===== src/rtl/pipeline_latealu.sv =====
// Late-stage ALU: iterative signed multiplier feeding HI/LO, plus a small
// coprocessor-0 register file (Count, Status, Cause, EPC) with syscall/eret.
module pipeline_latealu (
  input  logic        clk,
  input  logic        rst,
  input  logic        latealu_enable,
  input  logic [5:0]  latealu_op,
  input  logic [31:0] latealu_a0,
  input  logic [31:0] latealu_a1,
  output logic [31:0] latealu_mult_hi,
  output logic [31:0] latealu_mult_lo,
  output logic [31:0] latealu_cpr14,
  output logic        busy,
  output logic        result_valid,
  output logic [31:0] result_value,
  output logic [2:0]  exception
);

  localparam logic [5:0] OP_MULT    = 6'b000100;
  localparam logic [5:0] OP_MTHI    = 6'b000101;
  localparam logic [5:0] OP_MTLO    = 6'b000110;
  localparam logic [5:0] OP_SYSCALL = 6'b001000;
  localparam logic [5:0] OP_ERET    = 6'b001001;
  localparam logic [5:0] OP_MFC0    = 6'b001010;
  localparam logic [5:0] OP_MTC0    = 6'b001011;

  localparam logic [4:0] CPR_COUNT  = 5'd9;
  localparam logic [4:0] CPR_STATUS = 5'd12;
  localparam logic [4:0] CPR_CAUSE  = 5'd13;
  localparam logic [4:0] CPR_EPC    = 5'd14;

  typedef enum logic [0:0] {
    MUL_IDLE,
    MUL_RUN
  } mul_state_e;

  mul_state_e  mulState_q;
  logic [1:0]  step_q;
  logic [63:0] mcand_q;
  logic [31:0] mplier_q;
  logic [63:0] acc_q;
  logic        neg_q;

  logic [31:0] hi_q, hi_d;
  logic [31:0] lo_q, lo_d;
  logic [31:0] count_q, count_d;
  logic [1:0]  status_q, status_d;
  logic [31:0] cause_q, cause_d;
  logic [31:0] epc_q, epc_d;
  logic        resultValid_q, resultValid_d;
  logic [31:0] resultValue_q, resultValue_d;
  logic [2:0]  exception_q, exception_d;

  logic        accept;
  logic        multStart;
  logic        multDone;
  logic [31:0] magA;
  logic [31:0] magB;
  logic [63:0] partial;
  logic [63:0] accSum;
  logic [63:0] finalProd;
  logic [4:0]  cprIdx;
  logic [31:0] cprRead;

  assign accept    = latealu_enable && (mulState_q == MUL_IDLE);
  assign multStart = accept && (latealu_op == OP_MULT);
  assign magA      = latealu_a0[31] ? (32'd0 - latealu_a0) : latealu_a0;
  assign magB      = latealu_a1[31] ? (32'd0 - latealu_a1) : latealu_a1;
  assign partial   = mcand_q * {56'd0, mplier_q[7:0]};
  assign accSum    = acc_q + partial;
  assign finalProd = neg_q ? (64'd0 - accSum) : accSum;
  assign multDone  = (mulState_q == MUL_RUN) && (step_q == 2'd3);
  assign cprIdx    = latealu_a0[4:0];

  // Unsigned shift-add over magnitudes, one multiplier byte per busy cycle.
  always_ff @(posedge clk or negedge rst) begin
    if (!rst) begin
      mulState_q <= MUL_IDLE;
      step_q     <= 2'd0;
      mcand_q    <= 64'd0;
      mplier_q   <= 32'd0;
      acc_q      <= 64'd0;
      neg_q      <= 1'b0;
    end else begin
      case (mulState_q)
        MUL_IDLE: begin
          if (multStart) begin
            mcand_q    <= {32'd0, magA};
            mplier_q   <= magB;
            acc_q      <= 64'd0;
            neg_q      <= latealu_a0[31] ^ latealu_a1[31];
            step_q     <= 2'd0;
            mulState_q <= MUL_RUN;
          end
        end
        MUL_RUN: begin
          acc_q    <= accSum;
          mcand_q  <= mcand_q << 8;
          mplier_q <= mplier_q >> 8;
          step_q   <= step_q + 2'd1;
          if (step_q == 2'd3) begin
            mulState_q <= MUL_IDLE;
          end
        end
        default: mulState_q <= MUL_IDLE;
      endcase
    end
  end

  always_comb begin
    cprRead = 32'd0;
    case (cprIdx)
      CPR_COUNT:  cprRead = count_q;
      CPR_STATUS: cprRead = {30'd0, status_q};
      CPR_CAUSE:  cprRead = cause_q;
      CPR_EPC:    cprRead = epc_q;
      default:    cprRead = 32'd0;
    endcase
  end

  // An accepted op and a mult completion never coincide: accept needs idle.
  always_comb begin
    hi_d          = hi_q;
    lo_d          = lo_q;
    count_d       = count_q + 32'd1;
    status_d      = status_q;
    cause_d       = cause_q;
    epc_d         = epc_q;
    resultValid_d = 1'b0;
    resultValue_d = resultValue_q;
    exception_d   = 3'b000;

    if (multDone) begin
      hi_d = finalProd[63:32];
      lo_d = finalProd[31:0];
    end

    if (accept) begin
      case (latealu_op)
        OP_MULT: ;
        OP_MTHI: hi_d = latealu_a0;
        OP_MTLO: lo_d = latealu_a0;
        OP_SYSCALL: begin
          epc_d       = latealu_a0;
          cause_d     = 32'h0000_0020;
          status_d[1] = 1'b1;
        end
        OP_ERET: status_d[1] = 1'b0;
        OP_MFC0: begin
          resultValid_d = 1'b1;
          resultValue_d = cprRead;
        end
        OP_MTC0: begin
          case (cprIdx)
            CPR_COUNT:  count_d  = latealu_a1;
            CPR_STATUS: status_d = latealu_a1[1:0];
            CPR_EPC:    epc_d    = latealu_a1;
            default: ;
          endcase
        end
        default: exception_d = 3'b001;
      endcase
    end
  end

  always_ff @(posedge clk or negedge rst) begin
    if (!rst) begin
      hi_q          <= 32'd0;
      lo_q          <= 32'd0;
      count_q       <= 32'd0;
      status_q      <= 2'd0;
      cause_q       <= 32'd0;
      epc_q         <= 32'd0;
      resultValid_q <= 1'b0;
      resultValue_q <= 32'd0;
      exception_q   <= 3'b000;
    end else begin
      hi_q          <= hi_d;
      lo_q          <= lo_d;
      count_q       <= count_d;
      status_q      <= status_d;
      cause_q       <= cause_d;
      epc_q         <= epc_d;
      resultValid_q <= resultValid_d;
      resultValue_q <= resultValue_d;
      exception_q   <= exception_d;
    end
  end

  assign latealu_mult_hi = hi_q;
  assign latealu_mult_lo = lo_q;
  assign latealu_cpr14   = epc_q;
  assign busy            = (mulState_q == MUL_RUN);
  assign result_valid    = resultValid_q;
  assign result_value    = resultValue_q;
  assign exception       = exception_q;

endmodule


===== config.mk =====
export PLATFORM = sky130hd
export DESIGN_NAME = pipeline_latealu
export DESIGN_NICKNAME = d
export VERILOG_FILES = /design/src/rtl/pipeline_latealu.sv
export SDC_FILE = /design/constraint.sdc
export NUM_CORES = 2
export LEC_CHECK = 0
export CAP_MARGIN = 20
export CORE_MARGIN = 3
export CORE_UTILIZATION = 52
export CTS_CLUSTER_DIAMETER = 200
export CTS_CLUSTER_SIZE = 24
export DETAILED_ROUTE_END_ITERATION = 7
export PLACE_DENSITY = 0.71
export SYNTH_ARGS = -nofsm -noshare
export SYNTH_HDL_FRONTEND = slang
export SYNTH_SLANG_ARGS = --single-unit

===== constraint.sdc =====
create_clock -name clk -period 20.9 [get_ports clk]
set_input_delay 2.09 -clock clk [delete_from_list [all_inputs] [get_ports clk]]
set_output_delay 2.09 -clock clk [all_outputs]
set_load 0.05 [all_outputs]

==> flow_metrics.env <==
export IMPL_start_util_pct=52.7
export IMPL_finalMaxSlewViolations=0
export IMPL_holdPathStages=1
export IMPL_mostFrequentLayoutCell="nand2_1"
export IMPL_setup_ws_ps=12330
export IMPL_status="complete, no violations"
export IMPL_holdWs_ps=488
export IMPL_drive_gt1_share_pct=2.97
export IMPL_ff_latch_area_um2=8240
export IMPL_post_drt_wl_per_cell_um=23.2
export IMPL_drc=0
export IMPL_setup_violations=0
export IMPL_grt_pass1_vias=29400
export IMPL_cts_tree="done"
export IMPL_skew_ps=50.0
export IMPL_setup_tns_ps=0
export IMPL_die_w_um=265
export IMPL_vias=29300
export IMPL_hpwl_um=86100
export IMPL_pre_cts_slack_ps=12600
export IMPL_wirelength_um=114000
export IMPL_numCtsBuffers=17
export IMPL_fmax_ghz=0.117
export IMPL_r2r_end="latealu_mult_hi[25]"
export IMPL_grt_usage_pct=32.6
export IMPL_ys_seq_area_share_pct=23.7
export IMPL_worst_setup_hold_path_clk_slew_ps=110
export IMPL_rsz0062_at_grt="no"
export IMPL_worstMarginPinSlew_ps=1120
export IMPL_ys_seq_elements=329
export IMPL_min_from="cause_q[5]"
export IMPL_worstRegToRegCells=21
export IMPL_place_inst=4874
export IMPL_place_congestion=1.01
export IMPL_nNetsFinal=4593
export IMPL_cp_data_arrival_time_ps=9000
export IMPL_cts_setup_buffers=0
export IMPL_postCtsResizedCells=0
export IMPL_antenna_left=0
export IMPL_rows=94
export IMPL_ios=206
export IMPL_syn_instance_count=4058
export IMPL_p_leak_nw=17.2
export IMPL_synth_edf_count=0
export IMPL_clk_latency_ps=580
export IMPL_overflow=0
export IMPL_required_ps=21340
export IMPL_hold_viol=0
export IMPL_hp_class="flip-flop to flip-flop"
export IMPL_final_min_clock_period_ps=8570
export IMPL_crit_reg2reg_launch="mplier_q[3]"
export IMPL_multiInputGateArea_um2=23600
export IMPL_die_h_um=265
export IMPL_hold_path_end="cause_q[5]"
export IMPL_synth_main_ff_cell="dfrtp_1"
export IMPL_nFillCells=6060
export IMPL_r2r_slack_ps=12330
export IMPL_postCtsHoldBufs=0
export IMPL_antennaDiodeCount=0
export IMPL_final_cell_mix="nand2_1, inv_1, fa_1, and2_1, dfrtp_1"
export IMPL_grt_start_max_net_pins=165
export IMPL_path_max_fanout=45
export IMPL_slew_headroom_pct=25.0
export IMPL_crit_type="flip-flop to flip-flop"
export IMPL_core_area_um2=66000
export IMPL_io_buffers=203
export IMPL_yosysWarnings=0
export IMPL_async_reset_ff_share_pct=100
export IMPL_ys_types=91
export IMPL_grt_first_pass_wirelength_um=177000
export IMPL_cts_buffer_depth=3
export IMPL_syn_area_um2=34800
export IMPL_h_tree_depth=1
export IMPL_die_area_um2=70000
export IMPL_vdd_drop_max_mv=0.0813
export IMPL_syn_to_final_growth_pct=8.21
export IMPL_end_kind="flip-flop"
export IMPL_drt_iter0_drc=2851
export IMPL_power_density_nw_per_um2=145
export IMPL_worstSetupStartpointType="flip-flop"
export IMPL_clock_sinks=329
export IMPL_vias_per_cell=5.98
export IMPL_stdcell_count=4898
export IMPL_antenna_found_initial=0
export IMPL_finalCritPeriodShare_pct=41.0
export IMPL_cts_root_buf="clkbuf_16"
export IMPL_synth_area_per_cell_um2=8.56
export IMPL_maxCapViolCount=0
export IMPL_dr_pass1_iters=5
## report_power, final
group	switching (W)	internal, W
combinational	0.00261	0.00131
sequential	0.000314	0.000833
clock	0.000235	0.000152
## synthesized netlist by cell type (all sizes together), types with 5 or more instances
| cell | count | area share [%] |
|---|---|---|
| nand2 | 598 | 6.5 |
| inv | 492 | 5.3 |
| fa | 410 | 24 |
| and2 | 344 | 6.2 |
| dfrtp | 329 | 24 |
| o21ai | 305 | 4.4 |
| clkbuf | 247 | 2.7 |
| a21oi | 168 | 2.4 |
| nor2 | 152 | 1.6 |
| xor2 | 127 | 3.2 |
| ha | 80 | 2.9 |
| xnor2 | 69 | 1.7 |
| o31ai | 68 | 1.5 |
| nand3 | 57 | 0.82 |
| mux2i | 50 | 1.4 |
| a22oi | 47 | 1.0 |
| buf | 47 | 0.63 |
| nand4 | 38 | 0.72 |
| o221ai | 34 | 0.86 |
| and3 | 31 | 0.56 |
| nor3 | 29 | 0.43 |
| or3 | 29 | 0.52 |
| o41ai | 22 | 0.67 |
| a21o | 20 | 0.43 |
| nor4 | 17 | 0.34 |
| o21a | 17 | 0.37 |
| or2 | 17 | 0.31 |
| a211oi | 16 | 0.36 |
| nand2b | 14 | 0.25 |
| or4 | 14 | 0.30 |
| a22o | 12 | 0.30 |
| o211ai | 12 | 0.26 |
| nor2b | 11 | 0.22 |
| and4 | 10 | 0.26 |
| o21bai | 10 | 0.22 |
| a31oi | 9 | 0.16 |
| o22ai | 9 | 0.16 |
| a211o | 8 | 0.20 |
| a21boi | 8 | 0.17 |
| a2111oi | 6 | 0.21 |
| mux2 | 6 | 0.19 |
| nor3b | 5 | 0.11 |
| or4b | 5 | 0.14 |
## worst max-delay path: stages (launching register included)
cell       delay (ps)
dfrtp_1           740
buf_4             500
and2_1            230
fa_1              460
fa_1              600
fa_1              520
inv_1              50
fa_1              470
inv_1              40
ha_1              410
a21oi_1           350
o21a_1            270
a21boi_1          540
nand3_1           360
xnor2_1           510
o2111ai_1         400
nor4_1            550
nand4_2           310
or2_1             430
o31ai_1           290
xor2_1            230
a21oi_1            90
## worst max-delay path by stage
stage / startpoint / endpoint / slack [ps] / depth (start not counted)
6_report: mplier_q[3] / latealu_mult_hi[25] / 12330 / 21
5_1_grt: mplier_q[1] / latealu_mult_hi[25] / 12070 / 22
4_1_cts: mplier_q[3] / latealu_mult_hi[31] / 12560 / 21
3_3_place_gp: mplier_q[1] / latealu_mult_hi[31] / 12570 / 22
3_5_place_dp: mplier_q[3] / latealu_mult_hi[31] / 12600 / 21
2_1_floorplan: mplier_q[7] / latealu_mult_hi[30] / 14180 / 24
## cell type report
| class | instances | share of cell area, % |
|---|---|---|
| multi-input combinational | 2942 | 62.7 |
| sequential | 329 | 21.9 |
| timing repair buffer | 246 | 6.36 |
| inverter | 494 | 4.93 |
| tap | 864 | 2.87 |
| clock buffer | 21 | 1.17 |
| clock inverter | 2 | 0.0466 |
## cells by family (layout without fill, tap and decap cells)
family / Yosys count / after routing / share of synthesized area [%]
mux: 56 / 56 / 1.63
other cells: 1 / 2 / 0.0108
compound gates: 817 / 817 / 15.1
buf+inv: 788 / 763 / 8.64
fa+ha+maj: 490 / 490 / 26.5
xor+xnor: 196 / 196 / 4.94
simple gates: 1381 / 1381 / 19.5
flops: 329 / 329 / 23.7
## registers in the layout, summed over array words and instances, names as in the netlist
register	flops
status_q	2
result_value	32
step_q	2
latealu_mult_lo	32
exception	1
acc_q	64
mcand_q	64
result_valid	1
neg_q	1
count_q	32
mplier_q	32
latealu_mult_hi	32
cause_q	1
latealu_cpr14	32
busy	1
## per-layer routing
layer	track usage [%]	part of all wire [%]	vias to the layer above
met1	44.9	41	14700
met5	0	0	-
met4	11.5	4.1	0
li1	-	-	13100
met3	6.36	9.0	220
met2	51.8	46	1233
## through the flow
stage                     power (W)  utilization [%]  area, µm²
after global placement      0.00496             56.3      37100
final                       0.00545             57.0      37600
after global routing        0.00588             57.0      37600
after detailed placement    0.00498             56.3      37100
after CTS                   0.00540             57.0      37600
after floorplan             0.00375                -      34800
No activity file was read; power rests on OpenSTA's default activity.
